===== config.mk =====
export PLATFORM = sky130hd
export DESIGN_NAME = date_bcd_encoder
export DESIGN_NICKNAME = d
export VERILOG_FILES = /design/src/rtl/date_pkg.sv /design/src/rtl/bcd_add3.sv /design/src/rtl/date_bcd_encoder.sv
export SDC_FILE = /design/constraint.sdc
export NUM_CORES = 1
export LEC_CHECK = 0
export CORE_MARGIN = 5
export CORE_UTILIZATION = 54
export CTS_BUF_LIST = sky130_fd_sc_hd__clkbuf_16
export DETAILED_ROUTE_END_ITERATION = 12
export GPL_ROUTABILITY_DRIVEN = 0
export GPL_TIMING_DRIVEN = 0
export PLACE_DENSITY = 0.75
export SLEW_MARGIN = 10
export SYNTH_ARGS = -nofsm -noshare
export SYNTH_HDL_FRONTEND = slang
export SYNTH_HIERARCHICAL = 1
export SYNTH_SLANG_ARGS = --single-unit

===== constraint.sdc =====
create_clock -name clk -period 4.4 [get_ports clk]
set_input_delay 0.44 -clock clk [delete_from_list [all_inputs] [get_ports clk]]
set_output_delay 0.44 -clock clk [all_outputs]
set_load 0.02 [all_outputs]

===== src/rtl/date_pkg.sv =====
// Shared constants, FSM encoding and range-flag type for the date BCD encoder.
package date_pkg;

    localparam logic [14:0] YEAR_MAX    = 15'd9999;
    localparam logic [6:0]  MONTH_MAX   = 7'd12;
    localparam logic [6:0]  DAY_MAX     = 7'd31;
    localparam int unsigned N_SHIFT     = 14;
    localparam logic [3:0]  LAST_SHIFT  = 4'(N_SHIFT - 1);
    localparam logic [3:0]  BLANK_DIGIT = 4'hF;
    localparam int unsigned N_DIGITS    = 8;

    typedef enum logic [1:0] {
        ST_IDLE,
        ST_LOAD,
        ST_SHIFT,
        ST_DONE
    } state_e;

    typedef struct packed {
        logic year;
        logic month;
        logic day;
    } range_err_t;

endpackage


===== src/rtl/bcd_add3.sv =====
// Double-dabble digit correction: a digit of 5 or more gets 3 added before the next shift.
module bcd_add3 (
    input  logic [3:0] digit_i,
    output logic [3:0] digit_o
);

    assign digit_o = (digit_i >= 4'd5) ? digit_i + 4'd3 : digit_i;

endmodule


===== src/rtl/date_bcd_encoder.sv =====
// Converts binary day/month/year into eight BCD display digits with a 14-cycle
// shift-add-3 engine; re-converts on date change or refresh and blanks bad fields.
module date_bcd_encoder
    import date_pkg::*;
#(
    parameter bit AUTO_START = 1'b1
) (
    input  logic        clk,
    input  logic        rst,
    input  logic [6:0]  day,
    input  logic [6:0]  month,
    input  logic [14:0] year,
    input  logic        refresh,
    output logic [3:0]  y1000,
    output logic [3:0]  y100,
    output logic [3:0]  y10,
    output logic [3:0]  y1,
    output logic [3:0]  mo10,
    output logic [3:0]  mo1,
    output logic [3:0]  d10,
    output logic [3:0]  d1,
    output logic        busy,
    output logic        valid,
    output logic        err
);

    state_e      state_q;
    logic [6:0]  day_snap_q, month_snap_q;
    logic [14:0] year_snap_q;
    logic [13:0] yr_src_q, mo_src_q, dy_src_q;
    logic [31:0] acc_q, acc_adj, acc_d;
    logic [31:0] digits_q, digits_d;
    logic [3:0]  cnt_q;
    range_err_t  bad_q, bad_d;
    logic        busy_q, valid_q, err_q;
    logic        start;

    // Accumulator layout: [31:16] year, [15:8] month, [7:0] day.
    for (genvar g = 0; g < N_DIGITS; g++) begin : g_add3
        bcd_add3 u_add3 (
            .digit_i (acc_q[4*g +: 4]),
            .digit_o (acc_adj[4*g +: 4])
        );
    end

    // Shift each field left by one inside its own slice, then insert the source MSBs.
    assign acc_d = ((acc_adj << 1) & 32'hFFFE_FEFE)
                 | {15'd0, yr_src_q[13], 7'd0, mo_src_q[13], 7'd0, dy_src_q[13]};

    assign bad_d.year  = (year > YEAR_MAX);
    assign bad_d.month = (month == 7'd0) || (month > MONTH_MAX);
    assign bad_d.day   = (day == 7'd0) || (day > DAY_MAX);

    assign digits_d = {bad_q.year  ? {4{BLANK_DIGIT}} : acc_q[31:16],
                       bad_q.month ? {2{BLANK_DIGIT}} : acc_q[15:8],
                       bad_q.day   ? {2{BLANK_DIGIT}} : acc_q[7:0]};

    assign start = refresh
                 || (AUTO_START && ({day, month, year} != {day_snap_q, month_snap_q, year_snap_q}));

    // NOTE: state is updated with non-blocking assignments so every register samples
    // the pre-edge values, independent of statement order.
    always_ff @(posedge clk or negedge rst) begin
        if (!rst) begin
            state_q      <= ST_IDLE;
            day_snap_q   <= '0;
            month_snap_q <= '0;
            year_snap_q  <= '0;
            yr_src_q     <= '0;
            mo_src_q     <= '0;
            dy_src_q     <= '0;
            acc_q        <= '0;
            cnt_q        <= '0;
            bad_q        <= '0;
            digits_q     <= '0;
            busy_q       <= 1'b0;
            valid_q      <= 1'b0;
            err_q        <= 1'b0;
        end else begin
            valid_q <= 1'b0;
            case (state_q)
                ST_IDLE: begin
                    if (start) state_q <= ST_LOAD;
                end
                ST_LOAD: begin
                    day_snap_q   <= day;
                    month_snap_q <= month;
                    year_snap_q  <= year;
                    bad_q        <= bad_d;
                    yr_src_q     <= year[13:0];
                    mo_src_q     <= {7'd0, month};
                    dy_src_q     <= {7'd0, day};
                    acc_q        <= '0;
                    cnt_q        <= '0;
                    busy_q       <= 1'b1;
                    state_q      <= ST_SHIFT;
                end
                ST_SHIFT: begin
                    acc_q    <= acc_d;
                    yr_src_q <= {yr_src_q[12:0], 1'b0};
                    mo_src_q <= {mo_src_q[12:0], 1'b0};
                    dy_src_q <= {dy_src_q[12:0], 1'b0};
                    if (cnt_q == LAST_SHIFT) state_q <= ST_DONE;
                    else                     cnt_q   <= cnt_q + 4'd1;
                end
                ST_DONE: begin
                    digits_q <= digits_d;
                    err_q    <= |bad_q;
                    valid_q  <= 1'b1;
                    busy_q   <= 1'b0;
                    state_q  <= ST_IDLE;
                end
                default: state_q <= ST_IDLE;
            endcase
        end
    end

    assign {y1000, y100, y10, y1, mo10, mo1, d10, d1} = digits_q;
    assign busy  = busy_q;
    assign valid = valid_q;
    assign err   = err_q;

endmodule


==> impl_metrics.yaml, run 1 <==
run_status:
  status: "finished clean"
global_route:
  grt_util_met1: 0.286
  antenna_found_initial: 0
  overflow: 0
  grt_pass1_vias: 5269
  grt_max_degree: 105
  grt_pass1_wl_um: 25900
  grt_busiest_layer: "met2"
  use_met2: 0.355
  met3_usage: 0.0522
  grt_usage: 0.219
timing:
  drv_slew: 0
  setup_viol_count_final: 0
  relSlewSlack: 0.599
  min_period_over_period: 0.491
  hold_viol_final: 0
  grt_setup_unrepaired: "false"
  post-route-min-period_ps: 2160
  tns_ps: 0
  worst_clock_skew_ps: 5.52
  fmax_mhz: 463
  worst_slew_pin_slew_ps: 602
die:
  initial_core_util: 0.552
  core_area_mm2: 0.0127
  die_h_um: 124
  fp.dieW_um: 124
  io_pins: 67
  die_area_mm2: 0.0153
  rows: 41
finish:
  fin_cells: 946
  post_route_cells_drive_above_1_share: 0.101
  syn_to_final_growth_pct: 22.0
  fin_nets: 816
  num_antenna_cells: 0
logic_synthesis:
  syn_area_mm2: 0.00699
  avgSynthCellArea_um2: 10.4
  ys.warnings.count: 6
  synthCells: 674
  mappedNetlistNets: 729
hold_path:
  worst_hold_path_type: "flip-flop to flip-flop"
  worst_hold_path.num_cells: 1
cts:
  cts-resized-gates: 0
  cts.reportedPaths.clkPinSlew_ps: 60
  cts_buffers: 17
  clock_sinks: 147
  postCtsSetupBuffers: 0
  clockBufferDepth: 2
  ctsHoldBuffers: 1
  htree_levels: 4
  cts_tree: "built"
  clock_latency_ps: 420
  clockRootBuffer: "clkbuf_16"
setup_path:
  end_kind: "flip-flop"
  cp.depth: 6
  slowest_stage: "clkbuf_1"
  arrival_ps: 2490
  crit_family: "buffers and inverters"
  max_stage_delay_ps: 470
  r2r_cells: 6
  worstSetupPathType: "flip-flop to flip-flop"
  cp-start-kind: "flip-flop"
  cp_cell_sequence: "inv_1, ha_1, clkbuf_1, clkbuf_1, nand3_1, o21ai_0"
  cpMostUsedCell: "clkbuf_1"
  critPathBufInv: 3
  required_ps: 4730
  cp_max_fo: 10
power_and_ir_drop:
  power_density_mw_per_mm2: 499
  peakVddDrop_mv: 0.267
  leakage_nw: 3.96
placement:
  dp_hpwl_um: 10800
  dp_cells: 913
  portBuffers: 66
detailed_routing:
  drc: 0
  firstDrtPassIters: 5
  wl_per_cell_um: 16.4
  vias: 5194
  drt-vias-per-instance: 5.49
  ant_nets: 0
  drt-initial-drc-count: 419
  wl_um: 15500
job:
  cap_viol_max_count: 0
-- per-stage QoR --
step	setup slack (ps)	area [um^2]	total power [mW]	utilization	hold WS, ps
global placement	-2920	7870	2.68	0.621	465
detailed placement	1990	7900	2.76	0.623	356
global route	2080	8530	4.48	0.673	509
floorplan	2670	6990	2.36	-	144
finish	2240	8530	4.25	0.673	493
CTS	2280	8530	4.27	0.673	496
-- routing by layer --
layer / vias up / share of wire
met2: 110 / 0.50
li1: 2459 / -
met1: 2598 / 0.45
met3: 27 / 0.036
met5: - / 0
met4: 0 / 0.022
-- area by class of cell --
type                       instances  area (um^2)
timing repair buffer              68          703
fill                             960         4150
inverter                          66          248
clock inverter                    15          191
clock buffer                      17          425
buffer                            35          136
multi-input combinational        426         2930
tap                              172          215
sequential                       147         3680
-- worst paths after layout --
path	slack (ps)	start	endpoint
min	490	digits_q[11]$_DFFE_PN0P_	digits_q[11]$_DFFE_PN0P_
max	2240	state_q[0]$_DFFE_PN0P_	acc_q[17]$_DFFE_PN0P_
min reg2reg	490	digits_q[11]$_DFFE_PN0P_	digits_q[11]$_DFFE_PN0P_
max in group asynchronous	3090	rst	dy_src_q[6]$_DFFE_PN0P_
max reg2reg	2240	state_q[0]$_DFFE_PN0P_	acc_q[17]$_DFFE_PN0P_
min in group asynchronous	500	rst	acc_q[10]$_DFFE_PN0P_
-- flip-flops by register name (all words and copies together) (netlist names) --
name          count
cnt_q             4
busy              1
day_snap_q        7
year_snap_q      15
dy_src_q         14
bad_q             3
yr_src_q         14
valid             1
month_snap_q      7
mo_src_q         14
state_q           2
digits_q         32
err               1
acc_q            32
-- cell usage in the layout, fill, tap and decap left out, types with 4 or more instances in the layout --
cell type,count
a21oi_1,32
a21oi_2,8
buf_1,7
buf_2,4
bufinv_16,4
clkbuf_1,24
clkbuf_16,17
clkdlybuf4s50_1,65
clkinvlp_4,6
dfrtp_1,147
ha_1,23
inv_1,67
mux2_2,29
mux2i_1,34
nand2_1,33
nand2b_1,16
nand3_1,50
nor2_1,45
nor4_1,9
o21ai_0,54
o21ai_1,5
o22a_1,30
xnor2_1,8
xor2_1,30
-- power breakdown --
group	total, mW	leakage [nW]	internal, mW	switching, mW
Combinational	1.02	1.92	0.502	0.514
Clock	1.51	0.286	0.941	0.566
Sequential	1.73	1.75	1.54	0.191
Total	4.25	3.96	2.98	1.27
No activity file was read; power rests on OpenSTA's default activity.
==> inputs of run 2 (changes only) <==
--- a/config.mk
+++ b/config.mk
@@ -6,7 +6,7 @@
 export NUM_CORES = 1
 export LEC_CHECK = 0
 export CORE_MARGIN = 5
-export CORE_UTILIZATION = 54
+export CORE_UTILIZATION = 52
 export CTS_BUF_LIST = sky130_fd_sc_hd__clkbuf_16
 export DETAILED_ROUTE_END_ITERATION = 12
 export GPL_ROUTABILITY_DRIVEN = 0
==> constraint.sdc (replaced) <==
create_clock -name clk -period 1.8 [get_ports clk]
set_input_delay 0.18 -clock clk [delete_from_list [all_inputs] [get_ports clk]]
set_output_delay 0.18 -clock clk [all_outputs]
set_load 0.02 [all_outputs]
==> run 2 against run 1 <==
  * Non-clock buffer count shrank 1
  * Clock power grew 130%
  * Worst hold slack lost 230 ps
  * Combinational power grew 140%
  * Register-to-register slack lost 2200 ps
  * Sequential cell count is the same
  * Core utilization shrank 2.4 points
  * Die area grew 3.5%
  * Design area grew 0.45%
==> impl_metrics.yaml, run 2 (same netlist as run 1, synthesis figures left out) <==
die:
  io_pins: 67
  die_area_mm2: 0.0159
  core_area_mm2: 0.0132
  initial_core_util: 0.530
  die_h_um: 126
  fp.dieW_um: 126
  rows: 42
power_and_ir_drop:
  leakage_nw: 4.04
  fin_total_pwr_mw: 10.1
  peakVddDrop_mv: 0.628
  power_density_mw_per_mm2: 1180
cts:
  cts_buffers: 17
  cts_tree: "built"
  clock_latency_ps: 420
  clock_sinks: 147
  clockBufferDepth: 2
  htree_levels: 4
  cts.reportedPaths.clkPinSlew_ps: 60
  clockRootBuffer: "clkbuf_16"
timing:
  min_period_over_period: 0.989
  tns_ps: 0
  grt_setup_unrepaired: "true"
  worst_clock_skew_ps: 2.80
  post-route-min-period_ps: 1780
  worst_slew_pin_slew_ps: 493
  fmax_mhz: 562
  setup_viol_count_final: 0
  hold_viol_final: 0
  whs_ps: 259
  drv_slew: 0
  setup_slack_ps: 19.7
  relSlewSlack: 0.671
global_route:
  grt_pass1_vias: 5266
  antenna_found_initial: 0
  grt_pass1_wl_um: 25500
  grt_usage: 0.198
  overflow: 0
  grt_max_degree: 100
finish:
  fin_cells: 949
  final_core_util: 0.649
  final_common_cell: "dfrtp_1"
  num_antenna_cells: 0
  finalInstanceArea_mm2: 0.00856
  final_cell_mix: "dfrtp_1, inv_1, clkdlybuf4s50_1"
  syn_to_final_growth_pct: 22.5
  fin_nets: 815
  nFillCells: 1011
  post_route_cells_drive_above_1_share: 0.136
  top_regs: "acc_q x32, digits_q x32, year_snap_q x15"
placement:
  dp_cells: 917
  dp_slack_ps: -408
  portBuffers: 66
  dp_hpwl_um: 10700
  place_area_mm2: 0.00790
detailed_routing:
  wl_per_cell_um: 16.1
  drt-initial-drc-count: 389
  ant_nets: 0
  dr_wl_met2_um: 7710
  wl_um: 15300
  wl_met1_um: 6680
  wl_met3_um: 601
  highest_layer: "met4"
  firstDrtPassIters: 6
  vias: 5173
  drc: 0
  drt-vias-per-instance: 5.45
setup_path:
  worstSetupPathType: "flip-flop to flip-flop"
  arrival_ps: 2090
  required_ps: 2110
  cp-start-kind: "flip-flop"
  cp_max_fo: 2
  cp-startpoint: "year_snap_q[10]$_DFFE_PN0P_"
  end_kind: "flip-flop"
  rr_startpoint: "year_snap_q[10]$_DFFE_PN0P_"
hold_path:
  worst_hold_path_type: "input pin to asynchronous set/reset pin"
job:
  cap_viol_max_count: 0
run_status:
  status: "finished clean"
==> run 2: cell count changes in the layout (fill, tap and decap cells not counted) <==
cell | previous run | this run
clkbuf_4 | 0 | 9
buf_1 | 7 | 2
buf_4 | 0 | 3
clkinvlp_4 | 6 | 1
clkinv_4 | 1 | 0
inv_1 | 67 | 66
nor4_2 | 0 | 3
bufinv_16 | 4 | 3
clkbuf_2 | 0 | 15
clkbuf_1 | 24 | 1
clkinv_2 | 2 | 6
clkinv_1 | 1 | 5
nor4_1 | 9 | 6
==> run 2: per-layer routing <==
| metal | vias to the layer above | GRT usage |
|---|---|---|
| met5 | - | 0 |
| li1 | 2455 | - |
| met2 | 123 | 0.334 |
| met1 | 2571 | 0.252 |
| met4 | 0 | 0.0801 |
| met3 | 24 | 0.0406 |
==> run 2: area by class of cell <==
type	instances	area, um^2	share of cell area
Timing Repair Buffer	68	703	0.0821
Clock buffer	17	425	0.0497
Clock inverter	15	146	0.0171
Sequential cell	147	3680	0.430
Inverter	66	248	0.0289
Buffer	34	196	0.0229
Tap cell	176	220	0.0257
Multi-Input combinational cell	426	2950	0.344
==> run 2: final timing paths <==
kind	to	slack, ps	cells past startpoint
worst max-delay path	state_q[1]$_DFFE_PN0P_	20	5
worst min-delay path	digits_q[11]$_DFFE_PN0P_	260	2
worst max register to register	state_q[1]$_DFFE_PN0P_	20	5
worst min register to register	digits_q[19]$_DFFE_PN0P_	490	1
max in group asynchronous	yr_src_q[5]$_DFFE_PN0P_	750	3
min in group clk	digits_q[19]$_DFFE_PN0P_	490	1
==> run 2: what timing repair did <==
item | CTS | global route
gates cloned | 0 | 0
hold endpoints to repair | 48 | 0
hold buffers | 1 | 0
pin swaps | 1 | 0
gates resized for setup | 23 | 35
setup buffers | 0 | 0
endpoints found under the setup margin | 118 | 91
==> run 2: power breakdown <==
part	internal [mW]	switching [mW]	leakage, nW
Clock	2.13	1.32	0.283
Combinational	1.22	1.24	2.01
Sequential	3.77	0.444	1.75
Total	7.12	3.00	4.04
==> run 2: worst max-delay path: stages (launching register included) <==
cell and delay [ps]:
dfrtp_1 390, xor2_1 160, nor4_2 330, nand4_1 220, o21a_1 260, mux2_4 300
